[src/rtl/clk_div_pkg.sv]
// Shared types and ratio helpers for the clock-divider bank.
// Helpers work on 32-bit values so they serve any channel counter width.
package clk_div_pkg;

  typedef enum logic {
    IDLE = 1'b0,
    RUN  = 1'b1
  } ch_state_e;

  // Ratios below 2 cannot produce a square wave; they divide by 2 instead.
  function automatic int unsigned clamp_ratio(input int unsigned ratio);
    return (ratio < 32'd2) ? 32'd2 : ratio;
  endfunction

  // Number of high cycles in a period: ceil(act/2).
  function automatic int unsigned hi_cycles(input int unsigned act);
    return (act + 32'd1) / 32'd2;
  endfunction

endpackage

[src/rtl/clk_div_ch.sv]
// One divider channel: IDLE/RUN FSM, period counter, shadow ratio and pending flag.
// clk_o and stb_o are registered, so they are glitch-free and reset asynchronously.
module clk_div_ch
  import clk_div_pkg::*;
#(
  parameter int CW      = 8,
  parameter int DIV_RST = 4
) (
  input  logic          CLKIN,
  input  logic          rst_n,
  input  logic [CW-1:0] div_i,
  input  logic          load_i,
  input  logic          ch_en,
  output logic          clk_o,
  output logic          stb_o,
  output logic          settled
);

  localparam logic [CW-1:0] RST_RATIO = CW'(DIV_RST);

  ch_state_e     state_q, state_d;
  logic [CW-1:0] act_q, act_d;
  logic [CW-1:0] cnt_q, cnt_d;
  logic [CW-1:0] shadow_q, shadow_d;
  logic          pending_q, pending_d;
  logic          clk_d, stb_d;
  logic          restart;
  logic [CW-1:0] act_last;
  logic [CW-1:0] hi_last;
  logic [CW-1:0] div_clamped;

  assign act_last    = act_q - CW'(1);
  assign hi_last     = CW'(hi_cycles(32'(act_q)) - 32'd1);
  assign div_clamped = CW'(clamp_ratio(32'(div_i)));

  // NOTE: every always_comb output gets a default first, so no path can leave a
  // signal unassigned and infer a latch.
  always_comb begin
    state_d = state_q;
    act_d   = act_q;
    cnt_d   = cnt_q;
    clk_d   = clk_o;
    stb_d   = 1'b0;
    restart = 1'b0;

    case (state_q)
      IDLE: begin
        clk_d = 1'b0;
        cnt_d = '0;
        if (ch_en) begin
          state_d = RUN;
          restart = 1'b1;
        end
      end
      RUN: begin
        if (cnt_q == act_last) begin
          // ch_en only matters here, so a started period always completes.
          if (ch_en) begin
            restart = 1'b1;
          end else begin
            state_d = IDLE;
            clk_d   = 1'b0;
            cnt_d   = '0;
          end
        end else begin
          cnt_d = cnt_q + CW'(1);
          if (cnt_q == hi_last) clk_d = 1'b0;
        end
      end
      default: state_d = IDLE;
    endcase

    // A restart reads the shadow as it was before any load in this same cycle.
    if (restart) begin
      act_d = shadow_q;
      cnt_d = '0;
      clk_d = 1'b1;
      stb_d = 1'b1;
    end

    shadow_d  = load_i ? div_clamped : shadow_q;
    pending_d = load_i ? 1'b1 : (restart ? 1'b0 : pending_q);
  end

  // NOTE: sequential state uses non-blocking assignments so every register
  // samples pre-edge values regardless of statement order.
  always_ff @(posedge CLKIN or negedge rst_n) begin
    if (!rst_n) begin
      state_q   <= IDLE;
      act_q     <= RST_RATIO;
      cnt_q     <= '0;
      shadow_q  <= RST_RATIO;
      pending_q <= 1'b0;
      clk_o     <= 1'b0;
      stb_o     <= 1'b0;
    end else begin
      state_q   <= state_d;
      act_q     <= act_d;
      cnt_q     <= cnt_d;
      shadow_q  <= shadow_d;
      pending_q <= pending_d;
      clk_o     <= clk_d;
      stb_o     <= stb_d;
    end
  end

  assign settled = (state_q == RUN) && !pending_q;

endmodule

[src/rtl/clk_div_bank.sv]
// Bank of NCH independent clock dividers sharing one load strobe, plus a
// registered flag saying every enabled channel runs at its latest ratio.
module clk_div_bank
  import clk_div_pkg::*;
#(
  parameter int NCH     = 3,
  parameter int CW      = 8,
  parameter int DIV_RST = 4
) (
  input  logic              CLKIN,
  input  logic              rst_n,
  input  logic [NCH*CW-1:0] div_i,
  input  logic              load_i,
  input  logic [NCH-1:0]    ch_en,
  output logic [NCH-1:0]    clk_o,
  output logic [NCH-1:0]    stb_o,
  output logic              clks_valid
);

  logic [NCH-1:0] settled;
  logic           valid_d;

  for (genvar i = 0; i < NCH; i++) begin : g_ch
    clk_div_ch #(
      .CW      (CW),
      .DIV_RST (DIV_RST)
    ) u_ch (
      .CLKIN   (CLKIN),
      .rst_n   (rst_n),
      .div_i   (div_i[i*CW +: CW]),
      .load_i  (load_i),
      .ch_en   (ch_en[i]),
      .clk_o   (clk_o[i]),
      .stb_o   (stb_o[i]),
      .settled (settled[i])
    );
  end

  // A load makes every channel pending, so the flag drops on the edge that sees it.
  assign valid_d = (|ch_en) && !load_i && (&(settled | ~ch_en));

  always_ff @(posedge CLKIN or negedge rst_n) begin
    if (!rst_n) clks_valid <= 1'b0;
    else        clks_valid <= valid_d;
  end

endmodule

[config.mk]
export PLATFORM = sky130hd
export DESIGN_NAME = clk_div_bank
export DESIGN_NICKNAME = d
export VERILOG_FILES = /design/src/rtl/clk_div_pkg.sv /design/src/rtl/clk_div_ch.sv /design/src/rtl/clk_div_bank.sv
export SDC_FILE = /design/constraint.sdc
export NUM_CORES = 1
export LEC_CHECK = 0
export BUFFER_PORTS_ARGS = -buffer_cell sky130_fd_sc_hd__buf_4
export CORE_UTILIZATION = 43
export CTS_CLUSTER_DIAMETER = 40
export DETAILED_ROUTE_END_ITERATION = 10
export PLACE_DENSITY = 0.71
export SYNTH_ARGS = -nofsm -noshare
export SYNTH_HDL_FRONTEND = slang
export SYNTH_SLANG_ARGS = --single-unit
[constraint.sdc]
create_clock -name CLKIN -period 7.45 [get_ports CLKIN]
set_input_delay 0.3725 -clock CLKIN [delete_from_list [all_inputs] [get_ports CLKIN]]
set_output_delay 0.3725 -clock CLKIN [all_outputs]
set_load 0.02 [all_outputs]
; Yosys cells after proc, flatten, opt, wreduce, memory -nomap -nowiden
; Index checks and enable logic that the tools add are counted.
[word_totals]
regBits = 85
latchBits = 0
ram_bits = 0
mem_bits_ro = 0
inputBits = 30
output_inout_bits = 7
wordCells = 125
n_memories = 0
[classes]
addsub = 12
n_mul = 0
n_div = 0
magnitude_cmp = 3
n_eq_ne = 12
shifts = 0
n_mux = 54
bitwise_logic = 5
reduce_logical = 17
[ops]
columns = op, n
row1 = 8-bit two-way mux, 12
row2 = 8-bit equality test, 6
row3 = 8-bit one-hot mux with 2 select lines, 3
row4 = 8-bit by 1-bit subtractor with 8-bit output (second input constant), 6
row5 = 1-bit two-way mux, 30
row6 = 8-bit by 1-bit adder with 9-bit output (second input constant), 3
row7 = 8-bit by 1-bit adder with 8-bit output (second input constant), 3
row8 = 8-bit by 2-bit less-than comparator with 1-bit output (second input constant), 3
row9 = 4-bit inequality test (second input constant), 6
row10 = 1-bit one-hot mux with 2 select lines, 9
row11 = 2-bit AND reduction, 3
row12 = 2-bit nonzero test, 3
row13 = 1-bit logical AND, 5
row14 = 1-bit zero test, 4
row15 = 1-bit NOT, 3
row16 = 3-bit NOT, 1
row17 = 3-bit OR, 1
row18 = 3-bit AND reduction, 1
row19 = 3-bit OR reduction, 1

; Depth between registers and ports, before layout
[depth]
word_depth = 7
depth_mapped = 12
mapped_depth_nobuf = 11

; Cells and area by module
; A second synthesis with hierarchy kept.
[unflattened]
cells_unflattened = 607
hier_area_um2 = 5805.6
[modules_own_cells]
columns = mod, n_inst, cells_each, area_per_inst_um2, seq_area_each_um2
row1 = clk_div_ch, 3, 200, 1914.3, 703.2
row2 = clk_div_bank, 1, 7, 62.6, 25.0

; Least setup slack after synthesis
; Ideal clock, no wire load.
[synth_timing]
kind = register to register
startpoint = register g_ch[1].u_ch.act_q[0]
endpoint = register g_ch[1].u_ch.act_q[1]
setup_time_ns = 0.125
arrival_ns = 2.846
required_time_ns = 7.325
slack_ns = 4.479
path_stages_with_launch = 10
path_buffers = 2
period_less_slack_ns = 2.971
path_cell_list = dfrtp_1 buf_2 or4_4 or4b_1 a211o_1 o311a_1 o41ai_2 nand2_1 buf_6 mux2_4
[synth_between]
elab_chain_cells = 4
[synth_lines]
columns = element, line_no
row1 = from (decl), clk_div_ch.sv:22  ; logic [CW-1:0] act_q, act_d;
row2 = from (signal assigned), clk_div_ch.sv:98  ; act_q <= act_d;
row3 = 8-bit by 1-bit subtractor with 8-bit output, clk_div_ch.sv:32  ; assign act_last = act_q - CW'(1);
row4 = 8-bit equality test, clk_div_ch.sv:56  ; if (cnt_q == act_last) begin
row5 = 1-bit two-way mux, clk_div_ch.sv:56
row6 = 1-bit one-hot mux with 2 select lines, clk_div_ch.sv:46  ; case (state_q)
; Every way passes these cells.
; A chain may end at the register's enable or synchronous reset.

; Final worst setup path
[layout_timing]
startpoint = register g_ch[1].u_ch.act_q[1]
endpoint = register g_ch[1].u_ch.act_q[5]
; The elaborated chain is that of the path after synthesis.

==> impl_results.md <==
- CTS Hold Bufs: 0
- Io pins: 37
- Max Clk Rate: 0.250 GHz
- Routed Antenna Nets: 0
- Crit Reg-Reg Startpoint: g_ch[1].u_ch.act_q[1]
- Maximum VDD drop: 0.000170 V
- Synth async-reset ratio: between 90% and 100%
- Die height: 114 um
- Crit path kind: reg2reg
- Compound-Gate Fraction of Synth Area: 9.71%
- Gate Count Post-Synth: between 500 and 600
- Post-CTS sizing: 0
- Via count: 3,962
- Syn nets: 599
- HPWL Detailed: 7910 um
- Status: finished clean
- Number of global-route vias before repair: 3,954
- CTS buffer count: 9
- H-Tree Depth: 3
- CP startpoint kind: flip-flop
- Starting Density: 44.5%
- Adder-cell area share of the yosys netlist: roughly 2.8%
- Worst Path Arrival: 4210 ps
- Area grow syn2layout: 11.2%
- GRT Util Overall: 18.4%
- IO Port Bufs: 36
- Die W: approximately 110 um
- WP data required: 7660 ps
- Static leakage: 2.52 nW
- Worst-path clk slew: about 60 ps
- Commonest register cell after synthesis: dfrtp_1
- Total gr overflow: 0
- 1st-iter DRT viols: 304
- Pins over their slew limit: 0
- Register area share after synthesis: 39.4%
- Largest net degree at the start of global routing: 86
- Setup ws final: 3460 ps
- CTS tree: built
- Root Buffer: clkbuf_16
- Clock sink total: 85
- Postcts setup bufs: 0
- # fillers: roughly 1,200
- Total power: 0.00271 W
- Worst Hold Class: in2async
- Core area: roughly 12,000 um2
- Final Hold Vio Count: 0
- Layout cells sized above 1: 18.2%
- Pwr per Cell Area: 451 nW/um2
- Critical Path Start: g_ch[1].u_ch.act_q[1]
- Via-to-Cell Ratio: around 5.4
- Core Rows: 40
- Mux cell area share after synthesis: 9.22%
- Maxcap violations: 0
- Worst hold slack: around 230 ps
- Largest family of logic cells by synthesized area: XOR/XNOR gates
- Pre-antenna DRT Iters: 4
- Worst slack, placed: about 3500 ps
- Post-synthesis simple-gate area fraction: between 15 and 20%
- Later-pin clock latency in the skew report: 330 ps
- Diodes inserted: 0
- Initial antenna violation count: 0
- Post-synth EDFFs: 0
- Post-route setup TNS: 0 ps
- Mapped cell area: between 5000 and 6000 um2
- Slew @ Worst Pin: roughly 1000 ps
- Yosys Warn Count: 0
- First-pass GRT wire length: 19,000 um
- Nets: 603
- Setup violators final: 0
- DR WL/cell: 14.8 um
- Yosys reg bits: 85
- Detailed Route WL: 10,900 um
- Avg Synthesized Cell Area: 9.72 um2
- Rel. slew slack: 30.1%
- Min Tclk post-route: 3990 ps
- XOR/XNOR share of the synthesized area: 17.5%
- Setup crit end kind: flip-flop
- GP Congestion: 0.894
- Crit Path Max Fanout: 11
- Clock buffer depth: 2
- Netlist cell types: 57
- Die ar.: between 10,000 and 15,000 um2
- RSZ-0062 raised after global routing: no
- Period utilisation layout: 53.6%
- Clock Skew: 4.09 ps
- # DRC: 0
metal layers:
metal / vias to the layer above / global-route usage [%] / wire length [um]
li1: 1931 / - / -
met1: 1941 / 24.4 / 5090
met2: 81 / 30.5 / 5340
met3: 9 / 2.44 / 327
met4: 0 / 7.19 / 130
met5: - / 0 / 0
final cells by class:
class	instances	area (um2)	share of cell area (%)
multi-input combinational	398	2970	49.3
sequential	85	2130	35.5
timing repair buffer	38	285	4.74
clock buffer	12	236	3.93
tap	168	210	3.49
inverter	29	109	1.81
clock inverter	4	72.6	1.21
registers in the layout (all words and copies together), names as in the netlist:
name,cells
g_ch.u_ch.clk_o,3
g_ch.u_ch.act_q,24
g_ch.u_ch.pending_q,3
g_ch.u_ch.cnt_q,24
g_ch.u_ch.stb_o,3
g_ch.u_ch.state_q,3
g_ch.u_ch.shadow_q,24
clks_valid,1
critical path, cell delays in order, from the launching register on:
cell and delay, ps:
dfrtp_1 480, or4_4 580, or4b_1 530, a211o_1 310, o311a_1 110, o41ai_2 870
nand2_1 560, mux2_4 440
layout by cell type (no fill, tap or decap), types with 15 or more instances in the layout:
cell type / netlist / final
o21ai_0: 15 / 15
inv_1: 28 / 28
mux2_2: 31 / 31
buf_4: 6 / 38
xnor2_1: 69 / 69
xor2_1: 39 / 39
nand2_1: 16 / 16
nor2_1: 42 / 42
dfrtp_1: 79 / 79
nand3_1: 37 / 37
per-stage QoR:
stage	utilization, %	area (um2)	std cells
floorplan	-	5410	557
global placement	46.9	5710	718
detailed placement	46.9	5710	718
CTS	49.5	6020	734
global route	49.5	6020	734
finish	49.5	6020	734
cell usage after synthesis (all sizes together), types with 2 or more instances:
| library cell | instances | area, um2 |
|---|---|---|
| a211o | 2 | 17.5 |
| a21bo | 2 | 20.0 |
| a21boi | 3 | 22.5 |
| a21o | 4 | 30.0 |
| a21oi | 9 | 45.0 |
| a311oi | 3 | 26.3 |
| a31oi | 6 | 37.5 |
| a32oi | 3 | 26.3 |
| and2 | 3 | 18.8 |
| and3 | 8 | 50.1 |
| and4 | 2 | 17.5 |
| buf | 16 | 98.8 |
| clkbuf | 29 | 109 |
| dfrtp | 79 | 1980 |
| dfstp | 6 | 158 |
| ha | 12 | 150 |
| inv | 29 | 109 |
| mux2 | 37 | 439 |
| mux2i | 6 | 60.1 |
| nand2 | 16 | 60.1 |
| nand2b | 8 | 50.1 |
| nand3 | 37 | 185 |
| nand3b | 4 | 30.0 |
| nand4 | 11 | 68.8 |
| nor2 | 42 | 158 |
| nor3 | 8 | 40.0 |
| nor4 | 5 | 31.3 |
| nor4b | 2 | 17.5 |
| o211ai | 2 | 15.0 |
| o21ai | 15 | 75.1 |
| o22a | 3 | 26.3 |
| o22ai | 4 | 25.0 |
| o31ai | 6 | 45.0 |
| o41ai | 5 | 51.3 |
| or2 | 3 | 18.8 |
| or3 | 2 | 12.5 |
| or4 | 7 | 56.3 |
| xnor2 | 69 | 604 |
| xor2 | 39 | 342 |
kinds of logic (layout without fill, tap and decap cells):
| logic type | Yosys count | after routing |
|---|---|---|
| flops | 85 | 85 |
| fa+ha+maj | 12 | 12 |
| mux | 43 | 43 |
| simple gates | 161 | 161 |
| compound gates | 74 | 74 |
| xor+xnor | 108 | 108 |
| buf+inv | 74 | 83 |
report_power, final:
group	leakage [nW]	internal [W]	switching, W
sequential	1.01	0.000620	0.000328
combinational	1.37	0.000672	0.000629
clock	0.147	0.000293	0.000169
total	2.52	0.00159	0.00113
worst paths after layout:
check,to,slack (ps),cells after the start
max reg2reg,g_ch[1].u_ch.act_q[5],3460,7
min reg2reg,g_ch[1].u_ch.pending_q,470,1
min,g_ch[0].u_ch.act_q[7],230,1
max,g_ch[1].u_ch.act_q[5],3460,7
max in group asynchronous,g_ch[1].u_ch.cnt_q[2],6550,1
min in group CLKIN,g_ch[0].u_ch.shadow_q[1],260,2
No activity file was read; power rests on OpenSTA's default activity.
